### src/rtl/dff_mux_arbiter.sv
// Registered 4:1 data selector driven by a round-robin arbiter that lets the
// current owner keep the grant for up to BURST consecutive beats.
module dff_mux_arbiter #(
  parameter int DW    = 8,
  parameter int BURST = 4
) (
  input  logic          clk,
  input  logic          rst,
  input  logic [3:0]    req,
  input  logic [DW-1:0] din0,
  input  logic [DW-1:0] din1,
  input  logic [DW-1:0] din2,
  input  logic [DW-1:0] din3,
  output logic [3:0]    gnt,
  output logic          out_valid,
  output logic [DW-1:0] out_data,
  output logic [1:0]    out_src,
  input  logic          out_ready
);

  localparam logic [3:0] BLIM = 4'(BURST);

  logic [1:0]    owner;
  logic [3:0]    bcnt;
  logic          space;
  logic          accept;
  logic          cont;
  logic [1:0]    win;
  logic [DW-1:0] win_data;

  assign space  = ~out_valid | out_ready;
  assign accept = space & (|req);
  assign cont   = req[owner] && (bcnt != 4'd0) && (bcnt < BLIM);

  // Scan from farthest to nearest so the nearest requester after owner wins.
  always_comb begin
    win = owner;
    if (!cont) begin
      for (int k = 4; k >= 1; k--) begin
        if (req[owner + 2'(k)]) win = owner + 2'(k);
      end
    end
  end

  always_comb begin
    gnt = 4'b0000;
    if (accept && !rst) gnt[win] = 1'b1;
  end

  always_comb begin
    case (win)
      2'd0:    win_data = din0;
      2'd1:    win_data = din1;
      2'd2:    win_data = din2;
      default: win_data = din3;
    endcase
  end

  // Owner resets to 3 so the first scan after reset starts at requester 0.
  always_ff @(posedge clk) begin
    if (rst) begin
      out_valid <= 1'b0;
      out_data  <= '0;
      out_src   <= 2'd0;
      owner     <= 2'd3;
      bcnt      <= 4'd0;
    end else if (accept) begin
      out_valid <= 1'b1;
      out_data  <= win_data;
      out_src   <= win;
      owner     <= win;
      bcnt      <= cont ? bcnt + 4'd1 : 4'd1;
    end else begin
      if (out_valid && out_ready) out_valid <= 1'b0;
      if (!req[owner]) bcnt <= 4'd0;
    end
  end

endmodule

### config.mk
export PLATFORM = sky130hd
export DESIGN_NAME = dff_mux_arbiter
export DESIGN_NICKNAME = d
export VERILOG_FILES = /design/src/rtl/dff_mux_arbiter.sv
export SDC_FILE = /design/constraint.sdc
export NUM_CORES = 1
export LEC_CHECK = 0
export CAP_MARGIN = 5
export CORE_ASPECT_RATIO = 0.75
export CORE_MARGIN = 2
export CORE_UTILIZATION = 43
export CTS_CLUSTER_DIAMETER = 40
export CTS_CLUSTER_SIZE = 14
export DETAILED_ROUTE_END_ITERATION = 10
export GPL_ROUTABILITY_DRIVEN = 0
export PLACE_DENSITY_LB_ADDON = 0.25
export SETUP_SLACK_MARGIN = 0.5
export SYNTH_ARGS = -nofsm -noshare
export SYNTH_HDL_FRONTEND = slang
export SYNTH_SLANG_ARGS = --single-unit
export TNS_END_PERCENT = 30
### constraint.sdc
create_clock -name clk -period 3 [get_ports clk]
set_input_delay 0.6 -clock clk [delete_from_list [all_inputs] [get_ports clk]]
set_output_delay 0.6 -clock clk [all_outputs]
set_load 0.01 [all_outputs]
# Yosys cells after proc, flatten, opt, wreduce, memory -nomap -nowiden
# Cells that the tools add are included.
# classes
n_eq_ne	3
reduce_logical	10
mux	21
n_bitwise	3
n_addsub	4
n_lt_le_gt_ge	7
# op_table
cell	n
$pmux 8 s3	1
$mux 4	4
$lt 2x3->1 const B	5
$bmux 1 s2	4
$mux 2	4
$mux 1	7
$logic_and 1x1->1	5
$add 2x2->2 const B	2
$add 4x1->4 const B	1
$lt 4x3->1 const B	1
$reduce_bool 4->1	1
$reduce_or 4->1	1
$add 2x1->2 const B	1
$demux 1 s2	1
$eq 2x1->1 const B	1
$eq 2x2->1 const B	1
$ge 2x1->1 const B	1
$logic_not 2->1	1
$ne 2x2->1 const B	1
$reduce_bool 2->1	1
$and 1x1->1	1
$logic_not 1->1	1
$not 1->1	1
$or 1x1->1	1
# word_totals
register_bits	17
elab_cells	53
output_inout_bits	15

# Depth between registers and ports, before layout
# Gate-level depths: netlist of the first run.
# depth
depth_word	12
mapped_depth	9
ltp_nobuf	8

# Worst setup path before layout of the first run
# OpenSTA, ideal clock, no wires.
# synth_timing
path_type	input-to-output
start	in req[3]
end	out gnt[0]
arrival_time_ps	2381
path_slack_ps	19
stages	7
n_path_buf	2
t_required_ps	2400
path_cell_list	buf_2 -> mux4_2 -> and2_4 -> nor4_4 -> xnor2_2 -> buf_6 -> nor3b_1
# synth_via
elab_chain_len	11
# synth_rtl
element	line_no	text
from (decl)	9	input logic [3:0] req,
$bmux 1 s2	40	if (req[owner + 2'(k)]) win = owner + 2'(k);
$mux 1 (not written as such)	40	
$mux 2 (3 in series)	40	
$mux 2	38	if (!cont) begin
$lt 2x3->1 (not written as such) / $ge 2x1->1 (equally long branches)	47	if (accept && !rst) gnt[win] = 1'b1;
$logic_and 1x1->1 (not written as such)	47	
$mux 1 (not written as such)	47	
$demux 1 s2	47	
$mux 4 (*)	47	
to (decl)	14	output logic [3:0] gnt,
# Mark *: on every way between the ends. The rest lies on a longest branch, timed or not. The select of a mux whose other input is x is not followed.

# Worst setup path in the final report of the first run
# layout_timing
start	in req[3]
end	out gnt[1]
# Same word-level chain as after synthesis.

==> impl_metrics.yaml, run 1 <==
timing:
  drv_slew: 0
  fin_hold_ws_ns: 0.4547
  clock.fmax_ghz: 0.3507
  setup_ws_ns: 0.1485
  skew_ns: 0.003049
  final-hold-violation-count: 0
  min_period_over_period: 0.9505
  period_needed_ns: 2.852
  maxSlewHeadroom: 0.6323
  setup_viol: 0
  rsz0062_at_grt: "true"
  setup_tns_ns: 0
  worst_pin_slew_ns: 0.5503
worst_setup_path:
  arrival_ns: 2.25
  cp.required_ns: 2.40
  worstSetupStartpoint: "req[3]"
  crit_fanout: 5
  worst_setup_path_end_kind: "primary output"
  cp-start-kind: "primary input"
  r2r-start: "owner[1]"
  path_class: "primary input to primary output"
power_and_ir_drop:
  p_total_uw: 1246
  ir_drop_mv: 0.4048
  power.leakage_uw: 0.0009168
  power.density_nw_per_um2: 552.7
synth:
  synth-main-ff-cell: "dfxtp_1"
  synth_area_leaders: "dfxtp_1, o22ai_1, mux2i_1"
  yosys_warnings: 0
  synth_edf_count: 0
  synth_top_area_frac: 0.2540
  synth-seq-cells: 17
  syn_inst: 165
  synthTopCellsByCount: "dfxtp_1, nand2_1, o22ai_1"
  synthDistinctLibCells: 41
  netlist_area_um2: 1340
  yosysSeqAreaShare: 0.2540
  synth_area_per_cell_um2: 8.121
  async_flop_share: 0
  yosysTopAreaCell: "dfxtp_1"
  syn_nets: 206
place:
  place_area_um2: 2106
  place_ws_ns: -0.5486
  hpwl_mm: 3.264
  portBuffers: 53
grt:
  antenna_found_initial: 0
  grt_pass1_wl_mm: 7.155
  grt-ovfl-total: 0
  grt_start_max_net_pins: 17
  grt_pass1_vias: 1612
  gr-usage-all-layers: 0.2661
cts:
  cts.root.buffer_cell: "clkbuf_8"
  postCtsHoldBufs: 0
  cts_tree: "done"
  clock_sinks: 17
  cts.path.max_buffers: 2
  htreeDepth: 1
  cts.clk_slew.worst_paths_ns: 0.06
  clock_latency_ns: 0.25
  cts_buffers: 3
finish:
  nets: 290
  fillers: 204
  drive_above_1_share: 0.2903
  fin_area_um2: 2253
  area_growth_pct: 68.16
  antenna_cells: 0
worst_hold_path:
  hold_class: "register to register"
  hp-start: "out_src[1]"
drt:
  ant_nets: 0
  drt_iter0_drc: 77
  vias: 1638
  wl_mm: 4.330
  routedWlPerCell_um: 15.14
  first_pass_iters: 4
  viasPerCell: 5.727
  route.detailed.drc: 0
floorplan:
  core_area_um2: 2957
  die_area_um2: 3584
  ioPinCount: 54
  die_width_um: 68.46
  start_util: 0.4532
  die_h_um: 52.35
  num_rows: 17
run:
  cap_violations: 0
outcome:
  run_status: "complete, no violations"
==> through the flow <==
stage                 util  cells
floorplan                -    165
global placement    0.7122    275
detailed placement  0.7122    275
CTS                 0.7338    282
global route        0.7622    286
finish              0.7622    286
==> layer usage <==
metal	wire (um)	vias up	GRT usage
met3	341	6	0.06667
li1	-	800	-
met1	1841	760	0.3377
met2	2093	72	0.4423
met5	0	-	0
met4	53	0	0.07667
==> state kept, by name, summed over array words and instances (netlist names) <==
name,cells
bcnt,4
out_data,8
out_src,2
out_valid,1
owner,2
==> path summary, 6_finish.rpt <==
kind	to	slack, ns	cells past startpoint
max	gnt[1]	0.15	11
min	out_src[1]	0.45	2
max reg2reg	out_data[0]	0.58	7
min reg2reg	out_src[1]	0.45	2
==> cells in the final DEF (no fill, tap or decap), drive strengths merged <==
cell / n
o21ai: 2
o211ai: 8
mux2i: 9
a211oi: 5
o21bai: 1
buf: 46
or3b: 1
clkbuf: 4
o31ai: 2
nor4: 2
o22ai: 16
clkinv: 1
and3: 3
or3: 2
mux4: 1
o221ai: 8
a2111oi: 1
a21boi: 1
nor3b: 1
and2: 1
xnor2: 1
inv: 4
mux2: 8
nand2: 17
nor2: 15
nor2b: 2
clkdlybuf4s50: 45
nand2b: 4
nand3b: 1
dfxtp: 17
a21oi: 8
nor3: 4
nand3: 3
or2: 1
ha: 2
o32a: 1
==> worst max-delay path: stages <==
cell and delay (ns):
buf_6 0.09, buf_4 0.12, buf_6 0.12, or3b_4 0.40, a21boi_4 0.18, nor4_4 0.08, xnor2_2 0.15, buf_4 0.15
buf_6 0.11, nor3_4 0.10, buf_2 0.15
==> final cells by class <==
type                    count  area, um^2  area share
multi-input cells         131       969.7      0.4303
repair buffers             91       830.8      0.3687
flip-flops and latches     17       341.6      0.1516
well taps                  38       47.55     0.02110
clock buffers               4       45.04     0.01999
inverters                   5       18.77    0.008329
==> cells by family (layout without fill, tap and decap cells) <==
group,count (synthesis),after routing,synth area share
and+or+nand+nor,57,57,0.2166
AOI/OAI and AO/OA,53,53,0.2876
muxes,18,18,0.1513
DFF,17,17,0.2540
buffers and inverters,17,100,0.05975
adders and majority gates,2,2,0.01867
xor gates and xnor gates,1,1,0.01214
==> report_power, final <==
part           internal [uW]  switching [uW]
clock network           94.2            75.8
logic                    420             336
registers                284            35.7
==> repair_timing <==
action,in CTS,in global routing
resized for setup,40,9
cloned,0,0
setup buffers,3,4
pin swaps,4,6
setup endpoints to repair,12,12
Note: power is estimated with default switching activity, not from simulation.
==> inputs of run 2 (changes only) <==
- HOLD_SLACK_MARGIN: not set -> 0.12
- SLEW_MARGIN: not set -> 10
==> results of run 2 <==
The final DEF is identical to that of run 1; final timing and power are the same.
==> inputs of run 3 (changes only) <==
--- a/config.mk
+++ b/config.mk
@@ -9,5 +9,5 @@
 export CORE_ASPECT_RATIO = 0.75
 export CORE_MARGIN = 2
-export CORE_UTILIZATION = 43
+export CORE_UTILIZATION = 40
 export CTS_CLUSTER_DIAMETER = 40
 export CTS_CLUSTER_SIZE = 14
==> constraint.sdc (replaced) <==
create_clock -name clk -period 3 [get_ports clk]
set_input_delay 0.6 -clock clk [delete_from_list [all_inputs] [get_ports clk]]
set_output_delay 0.6 -clock clk [all_outputs]
set_load 0.02 [all_outputs]
==> run 3 against run 2 <==
  * Register-to-register slack lost 0.07 ns
  * Via count fell by 2.3%
  * Global-route usage is 2.7 points lower
==> impl_metrics.yaml, run 3 (same netlist as run 1, synthesis figures left out) <==
finish:
  final_cell_mix: "clkdlybuf4s50_1, buf_4, nand2_1, o22ai_1, dfxtp_1"
  final_cells: 287
  largest_register_ffs: 8
  reg_top3: "out_data: 8 flops, bcnt: 4 flops"
  largest_register: "out_data"
  area_growth_pct: 65.83
  final_common_cell: "clkdlybuf4s50_1"
  nets: 289
  antenna_cells: 0
  drive_above_1_share: 0.2874
timing:
  worst_pin_slew_ns: 0.8427
  skew_ns: 0.01044
  min_period_over_period: 0.9242
  clock.fmax_ghz: 0.3607
  maxSlewHeadroom: 0.4382
  final-hold-violation-count: 0
  rsz0062_at_grt: "true"
  fin_hold_ws_ns: 0.4574
  drv_slew: 0
  setup_viol: 0
  period_needed_ns: 2.773
floorplan:
  ioPinCount: 54
  start_util: 0.4132
  die_area_um2: 3834
  core_area_um2: 3243
  die_width_um: 70.84
  die_h_um: 54.13
  num_rows: 18
drt:
  ant_nets: 0
  route.detailed.drc: 0
  first_pass_iters: 4
  wl_mm: 4.273
  routedWlPerCell_um: 14.89
  drt_iter0_drc: 145
  vias: 1600
  viasPerCell: 5.575
run:
  cap_violations: 0
power_and_ir_drop:
  power.density_nw_per_um2: 574.5
  power.leakage_uw: 0.0008949
  ir_drop_mv: 0.3568
worst_setup_path:
  r2r-end: "out_data[6]"
  worstSetupStartpoint: "req[3]"
  path_class: "primary input to primary output"
  arrival_ns: 2.17
  rrSetupSlack_ns: 0.51
  worst_setup_path_end_kind: "primary output"
  ff2ff_path_depth: 9
  r2r-start: "owner[1]"
  cp-start-kind: "primary input"
  crit_fanout: 5
  critPathCapture: "gnt[0]"
  cp.required_ns: 2.40
outcome:
  run_status: "complete, no violations"
cts:
  cts.clk_slew.worst_paths_ns: 0.06
  clock_latency_ns: 0.27
  cts_tree: "done"
  cts.path.max_buffers: 2
  cts.root.buffer_cell: "clkbuf_8"
  htreeDepth: 1
  clock_sinks: 17
  cts_buffers: 3
grt:
  grt_start_max_net_pins: 17
  grt_pass1_wl_mm: 7.038
  grt_pass1_vias: 1592
  gr-usage-all-layers: 0.2387
  antenna_found_initial: 0
  grt-ovfl-total: 0
place:
  hpwl_mm: 3.310
  portBuffers: 53
  dp.cells: 277
worst_hold_path:
  hold_class: "register to register"
run 3: changes by cell type in the layout (fill, tap and decap cells not counted):
| cell | change |
|---|---|
| a211oi_1 | -1 |
| a211oi_2 | +1 |
| a21boi_2 | +1 |
| a21boi_4 | -1 |
| buf_12 | -1 |
| buf_2 | -2 |
| buf_4 | +4 |
| buf_6 | -2 |
| nor3_2 | +1 |
| nor3_4 | -1 |
| or3b_1 | +1 |
| or3b_4 | -1 |
run 3: critical path: stages:
cell,delay [ns]
buf_6,0.09
mux4_2,0.50
and2_4,0.19
nor4_4,0.20
xnor2_2,0.21
nor3b_4,0.24
buf_6,0.14
run 3: cell type report:
type / instances / area [um^2]
multi-input cells: 131 / 958.4
clock buffers: 4 / 45.04
inverters: 5 / 18.77
well taps: 40 / 50.05
repair buffers: 90 / 808.3
flip-flops and latches: 17 / 341.6
fillers: 264 / 1021
run 3: worst min path at each step:
stage          slack [ns]          to  depth (start not counted)        from
5_1_grt              0.49  out_src[1]                          2  out_src[1]
6_report             0.46  out_src[1]                          2  out_src[1]
4_1_cts              0.46  out_src[1]                          2  out_src[1]
2_1_floorplan        0.44     bcnt[2]                          2     bcnt[2]
3_3_place_gp         0.45     bcnt[2]                          2     bcnt[2]
3_5_place_dp         0.45  out_src[1]                          2  out_src[1]
run 3: routing by layer:
metal | part of all wire | wire length [um] | global-route usage
met3 | 0.064 | 273 | 0.07116
met1 | 0.45 | 1918 | 0.2856
met2 | 0.47 | 1998 | 0.4081
met5 | 0 | 0 | 0
met4 | 0.019 | 83 | 0.1006
run 3: stage by stage:
stage / cell area, um^2 / util / power [uW] / setup WS, ns / TNS, ns
floorplan: 1356 / - / 743.3 / 0.05661 / 0
global placement: 2108 / 0.6501 / 1027 / -0.5888 / -3.287
detailed placement: 2108 / 0.6501 / 1049 / -0.6999 / -4.268
CTS: 2182 / 0.6728 / 1259 / 0.1605 / 0
global route: 2222 / 0.6852 / 1348 / 0.1761 / 0
finish: 2222 / 0.6852 / 1277 / 0.2274 / 0
run 3: what timing repair did:
| action | in CTS | in global routing |
|---|---|---|
| endpoints found under the setup margin | 12 | 12 |
| buffers inserted | 3 | 3 |
| pin swaps | 4 | 5 |
| gates resized for setup | 44 | 4 |
| hold buffers | 0 | 0 |
run 3: where the power goes:
group | internal (uW) | leakage (uW) | switching, uW
combinational | 409 | 0.000731 | 369
clock | 94.7 | 0.0000228 | 86.2
sequential | 284 | 0.000141 | 34.9
